<file path="config.mk">
export PLATFORM = sky130hd
export DESIGN_NAME = mfm_field_deframer
export DESIGN_NICKNAME = d
export VERILOG_FILES = /design/src/rtl/rl02_defs.sv /design/src/rtl/mfm_crc16.sv /design/src/rtl/mfm_field_deframer.sv
export SDC_FILE = /design/constraint.sdc
export NUM_CORES = 1
export LEC_CHECK = 0
export BUFFER_PORTS_ARGS = -buffer_cell sky130_fd_sc_hd__clkbuf_2
export CAP_MARGIN = 10
export CORE_UTILIZATION = 30
export CTS_CLUSTER_DIAMETER = 30
export DETAILED_ROUTE_END_ITERATION = 8
export PLACE_DENSITY_LB_ADDON = 0.2
export SLEW_MARGIN = 0
export SYNTH_ARGS = -nofsm -noshare
export SYNTH_HDL_FRONTEND = slang
export SYNTH_SLANG_ARGS = --single-unit
export TNS_END_PERCENT = 20
</file>
<file path="constraint.sdc">
create_clock -name clk -period 8.5 [get_ports clk]
set_clock_uncertainty 0.05 [all_clocks]
set_input_delay 0.85 -clock clk [delete_from_list [all_inputs] [get_ports clk]]
set_output_delay 0.85 -clock clk [all_outputs]
set_load 0.02 [all_outputs]
</file>
<file path="src/rtl/rl02_defs.sv">
// Shared RL02 deframer definitions: FSM state encoding and the serial CRC-16 step.
package rl02_defs;

    typedef enum logic [1:0] {
        ST_IDLE  = 2'd0,
        ST_HUNT  = 2'd1,
        ST_FIELD = 2'd2,
        ST_CHECK = 2'd3
    } state_t;

    localparam logic [15:0] CRC16_POLY = 16'h8005;
    localparam logic [15:0] CRC16_INIT = 16'h0000;

    // One MSB-first step of the x^16+x^15+x^2+1 register.
    function automatic logic [15:0] crc16_step(input logic [15:0] crc_in, input logic bit_in);
        return {crc_in[14:0], 1'b0} ^ ((crc_in[15] ^ bit_in) ? CRC16_POLY : 16'h0000);
    endfunction

endpackage

</file>
<file path="src/rtl/mfm_crc16.sv">
// Serial CRC-16 register, advanced by one bit per qualified strobe.
module mfm_crc16
    import rl02_defs::*;
(
    input  logic        clk,
    input  logic        rst,
    input  logic        clear,
    input  logic        bitIn,
    input  logic        bitValid,
    output logic [15:0] crc
);

    always_ff @(posedge clk or posedge rst) begin
        if (rst) begin
            crc <= CRC16_INIT;
        end else if (clear) begin
            crc <= CRC16_INIT;
        end else if (bitValid) begin
            crc <= crc16_step(crc, bitIn);
        end
    end

endmodule

</file>
<file path="src/rtl/mfm_field_deframer.sv">
// Hunts a zero preamble plus sync bit in the decoded RL02 stream, assembles
// fieldLen 16-bit words MSB-first and verifies the trailing CRC-16 word.
module mfm_field_deframer
    import rl02_defs::*;
#(
    parameter int PREAMBLE_MIN = 32,
    parameter int TIMEOUT      = 1023
) (
    input  logic        clk,
    input  logic        rst,
    input  logic        currentRealBit,
    input  logic        currentRealBitValid,
    input  logic        arm,
    input  logic        abort,
    input  logic [7:0]  fieldLen,
    output logic        busy,
    output logic        synced,
    output logic [15:0] wordOut,
    output logic        wordValid,
    output logic        done,
    output logic        crcOk,
    output logic        lostSync
);

    localparam int ZW = $clog2(PREAMBLE_MIN + 1);
    localparam int TW = $clog2(TIMEOUT + 1);
    localparam logic [ZW-1:0] PRE_MAX = ZW'(PREAMBLE_MIN);
    localparam logic [TW-1:0] TMO_MAX = TW'(TIMEOUT);

    state_t        state;
    logic [ZW-1:0] zero_cnt;
    logic [3:0]    bit_cnt;
    logic [7:0]    word_cnt;
    logic [7:0]    field_len;
    logic [TW-1:0] tmo_cnt;
    logic [15:0]   shift_reg;
    logic [15:0]   shift_next;
    logic [15:0]   crc;
    logic [15:0]   crc_next;
    logic          timed_out;
    logic          arm_ok;
    logic          crc_en;

    assign timed_out  = (state != ST_IDLE) && (tmo_cnt == TMO_MAX);
    assign arm_ok     = (state == ST_IDLE) && !busy && arm && !abort;
    // The sync bit is consumed in HUNT, so only FIELD/CHECK bits reach the CRC.
    assign crc_en     = currentRealBitValid && !abort && !timed_out &&
                        ((state == ST_FIELD) || (state == ST_CHECK));
    assign shift_next = {shift_reg[14:0], currentRealBit};
    assign crc_next   = crc16_step(crc, currentRealBit);

    mfm_crc16 u_crc (
        .clk      (clk),
        .rst      (rst),
        .clear    (arm_ok),
        .bitIn    (currentRealBit),
        .bitValid (crc_en),
        .crc      (crc)
    );

    always_ff @(posedge clk or posedge rst) begin
        if (rst) begin
            state     <= ST_IDLE;
            zero_cnt  <= '0;
            bit_cnt   <= '0;
            word_cnt  <= '0;
            field_len <= '0;
            tmo_cnt   <= '0;
            shift_reg <= '0;
            busy      <= 1'b0;
            synced    <= 1'b0;
            wordOut   <= '0;
            wordValid <= 1'b0;
            done      <= 1'b0;
            crcOk     <= 1'b0;
            lostSync  <= 1'b0;
        end else begin
            wordValid <= 1'b0;
            done      <= 1'b0;
            if (abort) begin
                state  <= ST_IDLE;
                busy   <= 1'b0;
                synced <= 1'b0;
            end else if (timed_out) begin
                // A strobe coinciding with expiry is dropped; busy stays up through the done cycle.
                lostSync <= 1'b1;
                crcOk    <= 1'b0;
                done     <= 1'b1;
                synced   <= 1'b0;
                state    <= ST_IDLE;
            end else begin
                if (state != ST_IDLE) begin
                    tmo_cnt <= currentRealBitValid ? '0 : tmo_cnt + TW'(1);
                end
                case (state)
                    ST_IDLE: begin
                        if (busy) begin
                            busy <= 1'b0;
                        end else if (arm) begin
                            field_len <= fieldLen;
                            zero_cnt  <= '0;
                            bit_cnt   <= '0;
                            word_cnt  <= '0;
                            tmo_cnt   <= '0;
                            crcOk     <= 1'b0;
                            lostSync  <= 1'b0;
                            busy      <= 1'b1;
                            state     <= ST_HUNT;
                        end
                    end
                    ST_HUNT: begin
                        if (currentRealBitValid) begin
                            if (!currentRealBit) begin
                                if (zero_cnt != PRE_MAX) zero_cnt <= zero_cnt + ZW'(1);
                            end else if (zero_cnt == PRE_MAX) begin
                                synced <= 1'b1;
                                state  <= (field_len == 8'd0) ? ST_CHECK : ST_FIELD;
                            end else begin
                                zero_cnt <= '0;
                            end
                        end
                    end
                    ST_FIELD: begin
                        if (currentRealBitValid) begin
                            shift_reg <= shift_next;
                            bit_cnt   <= bit_cnt + 4'd1;
                            if (bit_cnt == 4'hF) begin
                                wordOut   <= shift_next;
                                wordValid <= 1'b1;
                                word_cnt  <= word_cnt + 8'd1;
                                if (word_cnt + 8'd1 == field_len) state <= ST_CHECK;
                            end
                        end
                    end
                    ST_CHECK: begin
                        if (currentRealBitValid) begin
                            bit_cnt <= bit_cnt + 4'd1;
                            if (bit_cnt == 4'hF) begin
                                crcOk  <= (crc_next == 16'h0000);
                                done   <= 1'b1;
                                synced <= 1'b0;
                                state  <= ST_IDLE;
                            end
                        end
                    end
                    default: state <= ST_IDLE;
                endcase
            end
        end
    end

endmodule
</file>
==> summary.md, run 1 <==
| Metric | Value |
|---|---|
| Status | `completed` |
| CTS-repair resized insts | `0` |
| Synth Cell Area | `4440 um^2` |
| Clock Latency Late Sink | `0.35 ns` |
| Number of max-cap violations | `0` |
| Die footprint | `15300 um^2` |
| Slowest stage delay, CP | `0.49 ns` |
| Cell with the most instances after synthesis | `dfrtp_1` |
| Max Buffers Root-to-Sink | `2` |
| Fin worst setup slack | `5.62 ns` |
| DP HPWL | `6.32 mm` |
| Cell Rows | `44` |
| Hold Buf Count CTS | `0` |
| WHS | `0.442 ns` |
| Worst-Margin Slew | `0.950 ns` |
| Slew Limit Headroom | `36.7%` |
| Area leader, netlist | `dfrtp_1` |
| Area Overhead vs Synth | `13.9%` |
| Detailed-route via count | `3124` |
| Sequential share of the synthesized area | `51.3%` |
| Number of global-route vias before repair | `3027` |
| Buf/Inv on CP | `1` |
| Crit Path Class | `reg -> reg` |
| Ordered list of cells on the worst path | `inv_1, ha_1, nand3b_1, or4_1, and2_1, o21ai_1, nor3_1, a21o_1, a22o_1` |
| GRT Overall Usage | `12.9%` |
| Number of synthesized flops with an enable pin | `0` |
| Worst reg2reg setup slack | `5.62 ns` |
| Clk slew on worst S/H paths | `0.07 ns` |
| Core area | `14500 um^2` |
| Pin count of the biggest net entering global routing | `65` |
| Synth Instances | `407` |
| Layout cell share with drive strength beyond 1 | `23.1%` |
| Post-place setup slack | `5.67 ns` |
| Synth Flop Type | `dfrtp_1` |
| Num ports | `36` |
| Synth top area share | `51.3%` |
| DRT Pass-1 Iters | `4` |
| Synth cell types | `50` |
| Grt total ovfl | `0` |
| Worst EP required | `8.68 ns` |
| Critical Path Start Type | `register` |
| Initial antenna violation count | `0` |
| Syn_area_per_cell | `10.9 um^2` |
| CTS tree | `built` |
| Antenna fix cells | `0` |
| Syn nets | `431` |
| Final wirelength | `9.11 mm` |
| Port Buffer Count | `35` |
| Final core utilization | `34.9%` |
| Chip height | `124 um` |
| ANT nets after route | `0` |
| Design Area, Final | `5050 um^2` |
| Clk sinks | `91` |
| Synth Register Bits | `91` |
| R2R Path Start | `state[0]$_DFFE_PP0P_` |
| Yosys synthesis warning count | `0` |
| Fin crit period | `2.88 ns` |
| Slowest stage cell, crit path | `or4_1` |
| Setup Buffers After CTS | `0` |
| Initial drt markers | `207` |
| H-tree depth | `3` |
| Setup Viol. Count Final | `0` |
| Wire per inst | `14.6 um` |
| Leak pwr | `2.36 nW` |
| RSZ-0062 raised after global routing | `false` |
| CP Capture Type | `register` |
| Crit-path leading delay family | `simple AND/OR/NAND/NOR gates` |
| Detailed-route DRC error count | `0` |
| Initial core utilization | `30.7%` |
| Worst-path fanout max | `11` |
| HP Class | `in -> async` |
| TritonCTS Buffers | `9` |
| Slew Limit Fails | `0` |
| Peak VDD IR | `0.124 mV` |
| Worst Setup SP | `state[0]$_DFFE_PP0P_` |
| Die Span X | `124 um` |
| Power density over the cells | `237 nW/um^2` |
| Worst EP arrival | `3.07 ns` |
| DP Area | `4760 um^2` |
| Synth area leaders | `dfrtp_1, mux2_2, o21ai_0, mux2i_1, mux2_4` |
| Fin nets | `461` |
| Clock root buffer | `clkbuf_16` |
| Fmax achieved | `347 MHz` |
| Top cells by count, synth | `dfrtp_1, o21ai_0, nor2_1` |
| Setup TNS | `0 ns` |
| FFs w/ async S/R, synth | `100%` |
| Vias per cell | `4.99` |
| Final worst path period share | `33.9%` |
| GPL Wtd Cong | `0.827` |
| Fin. Hold Viols | `0` |
| Global-route wire length before repair | `15.0 mm` |
==> worst paths after layout <==
| check | depth (start not counted) | end |
|---|---|---|
| setup / recovery | 9 | word_cnt[3]$_DFFE_PP0P_ |
| hold / removal | 2 | tmo_cnt[3]$_DFFE_PP0P_ |
| setup reg to reg | 9 | word_cnt[3]$_DFFE_PP0P_ |
| hold reg to reg | 1 | zero_cnt[5]$_DFFE_PP0P_ |
| max in group asynchronous | 3 | u_crc.crc[2]$_DFFE_PP0P_ |
| min in group clk | 1 | zero_cnt[5]$_DFFE_PP0P_ |
==> cells by family after synthesis <==
| family | after synthesis | share of synthesized area (%) |
|---|---|---|
| mux | 55 | 14.3 |
| flops | 91 | 51.3 |
| xor+xnor | 14 | 2.76 |
| simple gates | 132 | 15.4 |
| buf+inv | 29 | 3.21 |
| compound gates | 76 | 10.2 |
| fa+ha+maj | 10 | 2.82 |
==> layer usage <==
metal	up-vias	GRT usage, %	routed length, um
li1	1509	-	-
met1	1538	16.9	4610
met2	58	19.4	3980
met3	19	3.62	277
met4	0	6.33	248
met5	-	0	0
==> worst reg2reg max path, stage by stage, from the launching register on <==
cell and delay (ns):
dfrtp_1 0.43, inv_1 0.12, ha_1 0.32, nand3b_1 0.26
or4_1 0.49, and2_1 0.25, o21ai_1 0.39, nor3_1 0.11
a21o_1 0.18, a22o_1 0.17
==> cell type report <==
cell class | count | area, um^2
clock buffer | 9 | 225
clock inverter | 7 | 65.1
fill | 1462 | 9430
inverter | 11 | 42.5
multi-input combinational | 287 | 2020
sequential | 91 | 2280
tap | 184 | 230
timing repair buffer | 37 | 190
==> report_power, final <==
group	switching (mW)	internal (mW)
sequential	0.0465	0.478
clock	0.187	0.207
combinational	0.165	0.114
total	0.398	0.799
==> placed cells by master, fill, tap and decap left out, types with 3 or more instances in the layout <==
cell / instances
mux2_2: 30
nand3_1: 13
a22o_1: 4
nand2_1: 30
nor4_1: 5
xor2_1: 9
xnor2_1: 5
nand2b_1: 6
o31ai_1: 7
ha_1: 10
inv_8: 3
clkbuf_2: 35
inv_1: 10
mux2i_1: 16
o21ai_0: 38
dfrtp_1: 91
a31oi_1: 4
o41ai_1: 3
clkbuf_16: 9
nor2_1: 34
nor3_1: 7
mux2_4: 9
nand4_1: 3
a21oi_1: 9
and3_1: 12
==> stage by stage <==
stage                     cells  total power, mW
after floorplan             407            0.741
after global placement      610            0.807
after detailed placement    610            0.814
after CTS                   626             1.21
after global routing        626             1.28
final                       626             1.20
Power figures use the tool's default switching activity.
==> run 2, diff against run 1 <==
Clock period 8.5 ns to 2.7 ns, I/O delays scaled along.
==> summary.md, run 2 (same netlist as run 1, synthesis figures left out) <==
| Metric | Value |
|---|---|
| Setup Viol. Count Final | `0 (unchanged)` |
| RSZ-0062 raised after global routing | `false` |
| ANT nets after route | `0 (unchanged)` |
| Clk sinks | `91 (unchanged)` |
| Final cell count without fillers | `633 (+1.1%)` |
| Clock Power Share | `32.3% (-0.5 points)` |
| Comb power frac | `24.0% (+0.6 points)` |
| Clock root buffer | `clkbuf_16` |
| Number of global-route vias before repair | `3076 (+1.6%)` |
| Power density over the cells | `743 nW/um^2 (+210%)` |
| Clk slew on worst S/H paths | `0.07 ns (about the same)` |
| Slowest stage delay, CP | `0.50 ns (about the same)` |
| Fin crit period | `2.49 ns (-0.394 ns)` |
| Slowest stage cell, crit path | `or4_1` |
| Peak VDD IR | `0.321 mV (+160%)` |
| Setup Buffers After CTS | `0 (unchanged)` |
| Core area | `14500 um^2 (unchanged)` |
| Grt total ovfl | `0 (unchanged)` |
| Final wirelength | `9.17 mm (+0.63%)` |
| GPL Wtd Cong | `0.780 (-5.7%)` |
| DP HPWL | `6.47 mm (+2.5%)` |
| Max Buffers Root-to-Sink | `2 (unchanged)` |
| Switch Pwr | `1.25 mW (+210%)` |
| Number of max-cap violations | `0 (unchanged)` |
| Worst EP required | `2.88 ns (-5.80 ns)` |
| Layout cell share with drive strength beyond 1 | `24.1% (+0.98 points)` |
| Detailed-route DRC error count | `0 (unchanged)` |
| HP Class | `in -> async` |
| Fmax achieved | `402 MHz (+16%)` |
| Vias per cell | `4.92 (-1.4%)` |
| Num ports | `36 (unchanged)` |
| Worst-path fanout max | `10 (-1)` |
| Area Overhead vs Synth | `14.9%` |
| Post-place setup slack | `0.210 ns (-5.46 ns)` |
| Initial antenna violation count | `0 (unchanged)` |
| Most frequent cells in the layout | `dfrtp_1, o21ai_0, clkbuf_2` |
| Seq pwr share | `43.7% (about the same)` |
| Critical Path Start Type | `register` |
| DRT Pass-1 Iters | `4 (unchanged)` |
| Worst-Margin Slew | `0.975 ns (+0.0251 ns)` |
| CTS-repair resized insts | `0 (unchanged)` |
| Slew Limit Fails | `0 (unchanged)` |
| Commonest non-fill, non-tap cell in the layout | `dfrtp_1` |
| Hold Buf Count CTS | `0 (unchanged)` |
| Wire per inst | `14.5 um (-0.49%)` |
| TritonCTS Buffers | `9 (unchanged)` |
| Initial drt markers | `131 (-37%)` |
| Final worst path period share | `92.2% (+58 points)` |
| Die footprint | `15300 um^2 (unchanged)` |
| Crit Path Class | `reg -> reg` |
| CP Capture Type | `register` |
| WHS | `0.0343 ns (-0.408 ns)` |
| Leak pwr | `2.38 nW (+1.0%)` |
| Ordered list of cells on the worst path | `inv_1, ha_1, nand3b_1, or4_1, and2_1, o21ai_1, buf_4, nor3_1, a21oi_1, o21ai_0` |
| Worst EP arrival | `2.67 ns (-0.40 ns)` |
| Slew Limit Headroom | `35.0% (-1.7 points)` |
| Cell Rows | `44 (unchanged)` |
| H-tree depth | `3 (unchanged)` |
| Fin nets | `468 (+1.5%)` |
| CTS tree | `built` |
| Clock Latency Late Sink | `0.35 ns (about the same)` |
| Status | `completed` |
| Setup TNS | `0 ns (unchanged)` |
| Placed cell count | `617 (+1.1%)` |
| Global-route wire length before repair | `15.7 mm (+4.7%)` |
| Port Buffer Count | `35 (unchanged)` |
| Die Span X | `124 um (unchanged)` |
| Detailed-route via count | `3114 (-0.32%)` |
| Net Sw Frac | `33.0% (-0.24 points)` |
| Chip height | `124 um (unchanged)` |
| Fin. Hold Viols | `0 (unchanged)` |
| Antenna fix cells | `0 (unchanged)` |
| Pin count of the biggest net entering global routing | `56 (-14%)` |
| Fin worst setup slack | `0.211 ns (-5.41 ns)` |
| GRT Overall Usage | `13.3% (+0.43 points)` |
| Initial core utilization | `30.7% (unchanged)` |
| P_int | `2.54 mW (+220%)` |
[run 2: path summary, 6_finish.rpt]
check / start / end / slack, ns / depth (start not counted)
max in group asynchronous: rst / zero_cnt[2]$_DFFE_PP0P_ / 1.82 / 3
max reg2reg: state[0]$_DFFE_PP0P_ / word_cnt[7]$_DFFE_PP0P_ / 0.21 / 10
min: rst / tmo_cnt[3]$_DFFE_PP0P_ / 0.03 / 2
min reg2reg: zero_cnt[5]$_DFFE_PP0P_ / zero_cnt[5]$_DFFE_PP0P_ / 0.44 / 1
min in group clk: fieldLen[3] / field_len[3]$_DFFE_PP0P_ / 0.10 / 2
max: state[0]$_DFFE_PP0P_ / word_cnt[7]$_DFFE_PP0P_ / 0.21 / 10
[run 2: layer usage]
| layer | track usage [%] | vias up | part of all wire, % | routed length [um] |
|---|---|---|---|---|
| met3 | 3.53 | 15 | 3.2 | 292 |
| met4 | 4.52 | 0 | 1.7 | 159 |
| li1 | - | 1528 | - | - |
| met2 | 20.8 | 52 | 46 | 4180 |
| met1 | 17.8 | 1519 | 49 | 4530 |
| met5 | 0 | - | 0 | 0 |
[run 2: through the flow]
| step | total power, mW | instance area, um^2 | utilization, % |
|---|---|---|---|
| finish | 3.79 | 5100 | 35.2 |
| global placement | 2.58 | 4820 | 33.3 |
| detailed placement | 2.60 | 4820 | 33.3 |
| floorplan | 2.33 | 4440 | - |
| CTS | 3.84 | 5100 | 35.2 |
| global route | 4.03 | 5100 | 35.2 |
[run 2: worst max-delay path: cells and delay by family (launching register included)]
family	cells	cell delay, ns
flops	1	0.42
compound gates	3	0.33
simple gates	4	1.03
fa+ha+maj	1	0.24
buf+inv	2	0.31
[run 2: power by group through the flow]
stage / Combinational, mW / Clock (mW) / Sequential, mW
finish: 0.910 / 1.22 / 1.65
global route: 1.03 / 1.32 / 1.68
CTS: 0.924 / 1.26 / 1.66
detailed placement: 0.922 / 0 / 1.68
global placement: 0.907 / 0 / 1.68
floorplan: 0.681 / 0 / 1.65
[run 2: area by class of cell]
type,count,area (um^2)
Timing Repair Buffer,44,243
Fill cell,1466,9380
Sequential cell,91,2280
Inverter,11,42.5
Clock inverter,6,53.8
Clock buffer,10,229
Tap cell,184,230
Multi-Input combinational cell,287,2020
